File: src/rtl/uart_tx_arbiter.sv
// uart_tx_arbiter: round-robin arbiter sharing one uart_tx among NUM_REQ byte sources.
// Build option: define UART_ARB_LOCK_EN to add req_lock for multi-byte atomic messages.
//
// Ports:
//   clk, rst          system clock, synchronous active-high reset
//   req_valid[i]      requester i has a byte pending (held until accepted)
//   req_data          byte of requester i in bits [8*i+7:8*i]
//   req_ready[i]      combinational one-hot accept, only in IDLE
//   req_lock[i]       (UART_ARB_LOCK_EN only) keep the grant after this byte
//   tx_data, tx_send  registered byte and one-cycle start pulse to uart_tx
//   tx_busy           uart_tx busy
//   grant_id          index of the last accepted requester
//   active            state is not IDLE
//   err_no_busy       one-cycle pulse when tx_busy never rose after tx_send
module uart_tx_arbiter #(
    parameter int NUM_REQ   = 4,
    parameter int BUSY_WAIT = 4,
    localparam int IDW      = $clog2(NUM_REQ)
) (
    input  logic                 clk,
    input  logic                 rst,
    input  logic [NUM_REQ-1:0]   req_valid,
    input  logic [NUM_REQ*8-1:0] req_data,
    output logic [NUM_REQ-1:0]   req_ready,
`ifdef UART_ARB_LOCK_EN
    input  logic [NUM_REQ-1:0]   req_lock,
`endif
    output logic [7:0]           tx_data,
    output logic                 tx_send,
    input  logic                 tx_busy,
    output logic [IDW-1:0]       grant_id,
    output logic                 active,
    output logic                 err_no_busy
);

    localparam int CW = $clog2(BUSY_WAIT) + 1;

    localparam logic [1:0] ST_IDLE    = 2'd0;
    localparam logic [1:0] ST_SEND    = 2'd1;
    localparam logic [1:0] ST_WAIT_HI = 2'd2;
    localparam logic [1:0] ST_WAIT_LO = 2'd3;

    logic [1:0]         state_q, state_d;
    logic [7:0]         tx_data_q, tx_data_d;
    logic               tx_send_q, tx_send_d;
    logic [IDW-1:0]     grant_id_q, grant_id_d;
    logic [IDW-1:0]     last_q, last_d;
    logic               err_q, err_d;
    logic [CW-1:0]      cnt_q, cnt_d;

    logic [NUM_REQ-1:0] elig;
    logic [IDW-1:0]     win;
    logic [IDW-1:0]     cand;
    logic               win_found;
    logic               accept;

`ifdef UART_ARB_LOCK_EN
    logic               lock_q, lock_d;
    logic [IDW-1:0]     lock_id_q, lock_id_d;
`endif

    // While a lock is held only the locking requester is eligible.
    always_comb begin
        elig = req_valid;
`ifdef UART_ARB_LOCK_EN
        if (lock_q) begin
            elig = '0;
            elig[lock_id_q] = req_valid[lock_id_q];
        end
`endif
    end

    // Scan last+1, last+2, ... so the previous winner has lowest priority.
    always_comb begin
        win       = '0;
        win_found = 1'b0;
        cand      = '0;
        for (int k = 1; k <= NUM_REQ; k++) begin
            cand = IDW'((int'(last_q) + k) % NUM_REQ);
            if (!win_found && elig[cand]) begin
                win_found = 1'b1;
                win       = cand;
            end
        end
    end

    assign accept    = (state_q == ST_IDLE) && !tx_busy && win_found;
    assign req_ready = accept ? (NUM_REQ'(1) << win) : '0;

    always_comb begin
        state_d    = state_q;
        tx_data_d  = tx_data_q;
        tx_send_d  = 1'b0;
        grant_id_d = grant_id_q;
        last_d     = last_q;
        err_d      = 1'b0;
        cnt_d      = cnt_q;
`ifdef UART_ARB_LOCK_EN
        lock_d     = lock_q;
        lock_id_d  = lock_id_q;
`endif
        case (state_q)
            ST_IDLE: begin
                if (accept) begin
                    tx_data_d  = req_data[{win, 3'b000} +: 8];
                    tx_send_d  = 1'b1;
                    grant_id_d = win;
                    state_d    = ST_SEND;
`ifdef UART_ARB_LOCK_EN
                    lock_d     = req_lock[win];
                    lock_id_d  = win;
                    // Rotation advances only once the message is complete.
                    last_d     = req_lock[win] ? last_q : win;
`else
                    last_d     = win;
`endif
                end
            end
            ST_SEND: begin
                cnt_d   = '0;
                state_d = ST_WAIT_HI;
            end
            ST_WAIT_HI: begin
                if (tx_busy) begin
                    state_d = ST_WAIT_LO;
                end else if (cnt_q == CW'(BUSY_WAIT - 1)) begin
                    err_d   = 1'b1;
                    state_d = ST_IDLE;
                end else begin
                    cnt_d = cnt_q + CW'(1);
                end
            end
            ST_WAIT_LO: begin
                if (!tx_busy) begin
                    state_d = ST_IDLE;
                end
            end
            default: state_d = ST_IDLE;
        endcase
    end

    always_ff @(posedge clk) begin
        if (rst) begin
            state_q    <= ST_IDLE;
            tx_data_q  <= '0;
            tx_send_q  <= 1'b0;
            grant_id_q <= '0;
            last_q     <= IDW'(NUM_REQ - 1);
            err_q      <= 1'b0;
            cnt_q      <= '0;
`ifdef UART_ARB_LOCK_EN
            lock_q     <= 1'b0;
            lock_id_q  <= '0;
`endif
        end else begin
            state_q    <= state_d;
            tx_data_q  <= tx_data_d;
            tx_send_q  <= tx_send_d;
            grant_id_q <= grant_id_d;
            last_q     <= last_d;
            err_q      <= err_d;
            cnt_q      <= cnt_d;
`ifdef UART_ARB_LOCK_EN
            lock_q     <= lock_d;
            lock_id_q  <= lock_id_d;
`endif
        end
    end

    assign tx_data     = tx_data_q;
    assign tx_send     = tx_send_q;
    assign grant_id    = grant_id_q;
    assign active      = (state_q != ST_IDLE);
    assign err_no_busy = err_q;

endmodule

File: config.mk
export PLATFORM = sky130hd
export DESIGN_NAME = uart_tx_arbiter
export DESIGN_NICKNAME = d
export VERILOG_FILES = /design/src/rtl/uart_tx_arbiter.sv
export SDC_FILE = /design/constraint.sdc
export NUM_CORES = 1
export LEC_CHECK = 0
export CORE_ASPECT_RATIO = 1.5
export CORE_MARGIN = 2
export CORE_UTILIZATION = 39
export DETAILED_ROUTE_END_ITERATION = 10
export HOLD_SLACK_MARGIN = 0.15
export PLACE_DENSITY = 0.79
export RECOVER_POWER = 100
export SYNTH_ARGS = -nofsm -noshare
export SYNTH_HDL_FRONTEND = slang
export SYNTH_SLANG_ARGS = --single-unit
File: constraint.sdc
create_clock -name clk -period 1.7 [get_ports clk]
set_input_delay 0.34 -clock clk [delete_from_list [all_inputs] [get_ports clk]]
set_output_delay 0.34 -clock clk [all_outputs]
set_load 0.03 [all_outputs]
# Word level (Yosys, flattened, before mapping)
# Cells that the tools add are included.
[word_totals] regBits=19 input_bits=39 out_inout_bits=17 word_cells=73
[op_classes] n_addsub=5 magnitude_cmp=4 n_eq_ne=9 n_shift=2 mux=27 bitwise_logic=2 n_reduce_logical=17
[ops] operator="$shiftx 32x6->8" count=1
[ops] operator="$mux 2" count=8
[ops] operator="$lt 2x3->1 const B" count=4
[ops] operator="$mux 1" count=10
[ops] operator="$bmux 1 s2" count=4
[ops] operator="$ne 2x2->1 const B" count=4
[ops] operator="$pmux 2 s4" count=1
[ops] operator="$mux 3" count=2
[ops] operator="$pmux 3 s2" count=1
[ops] operator="$reduce_and 3->1" count=2
[ops] operator="$logic_and 1x1->1" count=5
[ops] operator="$add 2x1->2 const B" count=2
[ops] operator="$add 2x2->2 const B" count=2
[ops] operator="$eq 2x2->1 const B" count=2
[ops] operator="$logic_not 1->1" count=4
[ops] operator="$mux 4" count=1
[ops] operator="$reduce_bool 2->1" count=2
[ops] operator="$shl 1x2->4 const A" count=1
[ops] operator="$add 3x1->3 const B" count=1
[ops] operator="$eq 3x2->1 const B" count=1
[ops] operator="$ne 3x3->1 const B" count=1
[ops] operator="$reduce_or 3->1" count=1
[ops] operator="$eq 2x1->1 const B" count=1
[ops] operator="$logic_not 2->1" count=1
[ops] operator="other kinds (3)" count=4

# Logic depth before layout (Yosys ltp)
[depth] depth_word=16 depth_mapped=8 depth_no_buf=6

# Least setup slack after synthesis
# No wires, ideal clock.
[synth_path] path_kind="reg-to-output" from="register last_q[1]" to="output req_ready[0]" t_arrival_ns=1.731 required_time_ns=1.360 slack_ns=-0.371 stages_incl_launch_ff=7 n_path_buf=3 cell_sequence="dfxtp_1 buf_2 a211oi_1 nor3_2 buf_6 buf_12 nor3_1"
[synth_between] elab_chain_len=15
[synth_lines] item="start: declaration" line_no="47" text="logic [IDW-1:0] last_q, last_d;"
[synth_lines] item="start signal: assignment" line_no="148" text="last_q <= IDW'(NUM_REQ - 1);"
[synth_lines] item="start signal: assignment" line_no="160" text="last_q <= last_d;"
[synth_lines] item="$add 2x1->2" line_no="79" text="cand = IDW'((int'(last_q) + k) % NUM_REQ);"
[synth_lines] item="$bmux 1 s2" line_no="80" text="if (!win_found && elig[cand]) begin"
[synth_lines] item="$mux 1 (not written as such)" line_no="80"
[synth_lines] item="$mux 1" line_no="80"
[synth_lines] item="$logic_not 1->1" line_no="80"
[synth_lines] item="$logic_and 1x1->1" line_no="80"
[synth_lines] item="$mux 1" line_no="80"
[synth_lines] item="$logic_not 1->1" line_no="80"
[synth_lines] item="$logic_and 1x1->1" line_no="80"
[synth_lines] item="$mux 1" line_no="80"
[synth_lines] item="$logic_not 1->1" line_no="80"
[synth_lines] item="$logic_and 1x1->1" line_no="80"
[synth_lines] item="$mux 2 / $mux 1 (equally long branches)" line_no="80"
[synth_lines] item="$shl 1x2->4 / $logic_and 1x1->1 (equally long branches)" line_no="88, 87"
[synth_lines] item="$mux 4 (*)" line_no="88" text="assign req_ready = accept ? (NUM_REQ'(1) << win) : '0;"
[synth_lines] item="end: declaration" line_no="24" text="output logic [NUM_REQ-1:0] req_ready,"
# Mark *: on every way between the ends. The rest lies on a longest branch, timed or not. The select of a mux whose other input is x is not followed.

# Worst setup path in the final report
# Ends and elaborated chain as after synthesis.

==> flow_metrics.tcl <==
set metrics [dict create \
    worstReg2RegStart "last_q[1]" \
    clk_pin_slew_ns 0.07 \
    min_to "cnt_q[1]" \
    cts.sinks 19 \
    layout.nets 244 \
    cts_hold_buffers 0 \
    grt_max_degree 19 \
    drive_above_1_share 0.3762 \
    start_util 0.4072 \
    grt_pass1_wl_mm 5.313 \
    peakVddDrop_uv 537.8 \
    cp.required_ns 1.36 \
    min_delay_path_depth 2 \
    p_int_mw 1.031 \
    clock_skew_ns 0.002607 \
    r2r_end "tx_data[7]" \
    die_h_um 68.74 \
    max_cap_violations 0 \
    cts_tree "built" \
    post-route-period-util 1.106 \
    grt_busiest_layer "met2" \
    ys_warn_count 0 \
    cts_max_level 1 \
    start_kind "flop" \
    area_growth_pct 93.69 \
    yosysTopAreaCell "dfxtp_1" \
    status "finished with violations" \
    drtIter0Drc 42 \
    grt_pass1_vias 1262 \
    first_pass_iters 4 \
    min_from "cnt_q[1]" \
    netlist_instances 117 \
    syn_area_per_cell_um2 9.314 \
    grtUsageMet1 0.2196 \
    p_leak_nw 0.8440 \
    post_drt_wl_per_cell_um 17.52 \
    fin_total_pwr_mw 1.558 \
    fin_crit_ns 1.881 \
    die_width_um 47.16 \
    endpoint_kind "output port" \
    worst_slack_ns -0.1809 \
    grt_setup_unrepaired "yes" \
    design.core.area_um2 2676 \
    numCtsBuffers 3 \
    diodes 0 \
    dpl.cell_count 224 \
    antenna_found_initial 0 \
    ys_ff_latch 19 \
    hold_viol_final 0 \
    power_frac_seq 0.337 \
    clock_tree.buffer_depth 2 \
    violations "setup timing" \
    holdWs_ns 0.4862 \
    drc 0 \
    ff2ff_setup_slack_ns -0.10 \
    synthTopCellsByCount "dfxtp_1, mux2i_1, nand3b_1, nor2_1" \
    synth_flop_cell "dfxtp_1" \
    setup-tns-final_ns -1.206 \
    vias 1310 \
    rows 23 \
    slew_headroom 0.7615 \
    setup_viol 13 \
    synth-async-reset-ratio 0 \
    synth_most_common_cell "dfxtp_1" \
    root_buffer "clkbuf_8" \
    worstSetupPathType "flop to output port" \
    gr-total-overflow 0 \
    place_ws_ns -0.5498 \
    final.fill_count 171 \
    drv_slew 0 \
    ant_nets 0 \
    fmax_ghz 0.5317 \
    synth_edf_count 0 \
    clock_latency_ns 0.25 \
    clock_power_share 0.201 \
    pin_count 56 \
    tightest_slew_ns 0.3565 \
    synth_nets 158 \
    place_congestion 0.7705 \
    grt_usage 0.2295 \
    cp.arrival_ns 1.54 \
    cellPowerDensity_nw_per_um2 738.0 \
    fp.dieArea_um2 3242 \
    viasPerCell 5.481 \
    cp_max_fo 7 \
    synth_seq_area_share 0.3490 \
    synthTopCellsByArea "dfxtp_1, mux2i_1, nand3b_1, o221ai_1, a21oi_1" \
    final_cells 239 \
    wl_mm 4.187 \
    p_sw_uw 526.2 \
    hpwl_mm 2.584 \
    port_buffers 55 \
    grtUsageMet3 0.03125 \
    syn_area_um2 1090 \
    sw_frac_of_total 0.3378 \
    hold_path_class "flop to flop" \
    synth.top_cell.area_share 0.3490 \
    grt_util_met2 0.4555 \
    r2r_cells 9 \
    pwr-share-comb 0.462 \
    synth_cell_types 30 \
]
## per-stage QoR
stage,util,instance area (um^2)
2_1_floorplan,-,1095
3_3_place_gp,0.6727,1800
3_5_place_dp,0.6727,1800
4_1_cts,0.7251,1941
5_1_grt,0.7887,2111
6_report,0.7887,2111
## per-layer routing
metal / up-vias / share of wire
met5: - / 0
met4: 0 / 0.024
met3: 8 / 0.042
met2: 62 / 0.59
met1: 636 / 0.34
li1: 604 / -
## kinds of logic after synthesis
kind of cell / count (synthesis) / share of synthesized area
AND/OR/NAND/NOR: 44 / 0.2319
AO/OA/AOI/OAI: 25 / 0.1814
flip-flops: 19 / 0.3490
multiplexers: 17 / 0.1561
buffers and inverters: 10 / 0.05854
adder cells (fa/ha/maj): 2 / 0.02296
## flip-flops by register name (all words and copies together) (netlist names)
register,flops
last_q,2
cnt_q,3
grant_id,2
err_no_busy,1
tx_data,8
tx_send,1
state_q,2
## cell type report
type	instances	area, um^2	area share
clock inverters	1	5.005	0.002371
clock buffers	3	41.29	0.01956
flip-flops and latches	19	389.1	0.1844
multi-input cells	88	809.5	0.3835
inverters	3	11.26	0.005335
repair buffers	88	808.3	0.3829
well taps	37	46.29	0.02193
## how the worst max path moves through the flow
stage,startpoint,to,slack [ns],cells after the start
2_1_floorplan,last_q[1],req_ready[3],-0.11,7
3_3_place_gp,req_valid[0],tx_data[2],-0.49,7
3_5_place_dp,req_valid[0],tx_data[4],-0.55,7
4_1_cts,last_q[1],req_ready[0],-0.13,6
5_1_grt,last_q[0],req_ready[0],-0.26,6
6_report,last_q[1],req_ready[0],-0.18,6
## power by group through the flow
stage	sequential (mW)	combinational, mW	clock [mW]
final	0.525	0.720	0.313
after global placement	0.525	0.546	0
after detailed placement	0.527	0.557	0
after global routing	0.529	0.757	0.348
after floorplan	0.577	0.243	0
after CTS	0.522	0.600	0.316
## critical path: stages, from the launching register on
cell      delay [ns]
dfxtp_4         0.38
nand3b_1        0.11
nand2_1         0.13
nor3_4          0.31
buf_4           0.17
nor3_2          0.03
buf_4           0.17
## placed cells by master (no fill, tap or decap), types with 2 or more instances in the layout
cell type,Yosys,final
dlygate4sd2_1,0,2
dfxtp_1,19,16
inv_1,3,3
nand2b_1,4,2
o221ai_2,0,8
or2_2,2,2
clkdlybuf4s50_1,0,45
nor2_4,0,3
nand2b_4,0,2
ha_1,2,2
buf_6,1,5
clkbuf_8,0,3
nand2_1,7,6
buf_4,0,29
buf_2,1,3
mux2i_1,17,14
nor2_1,10,5
nor2b_1,3,3
dfxtp_4,0,2
nand3b_1,10,10
nor2_2,0,2
mux2i_4,0,2
nand3_1,2,2
a21oi_1,8,8
nor3_4,0,2
## timing repair
item / 4_1_cts / 5_1_grt
resized for setup: 29 / 32
buffers inserted: 8 / 5
pin swaps: 8 / 11
cloned: 0 / 0
endpoints found under the setup margin: 16 / 12
Power figures use the tool's default switching activity.
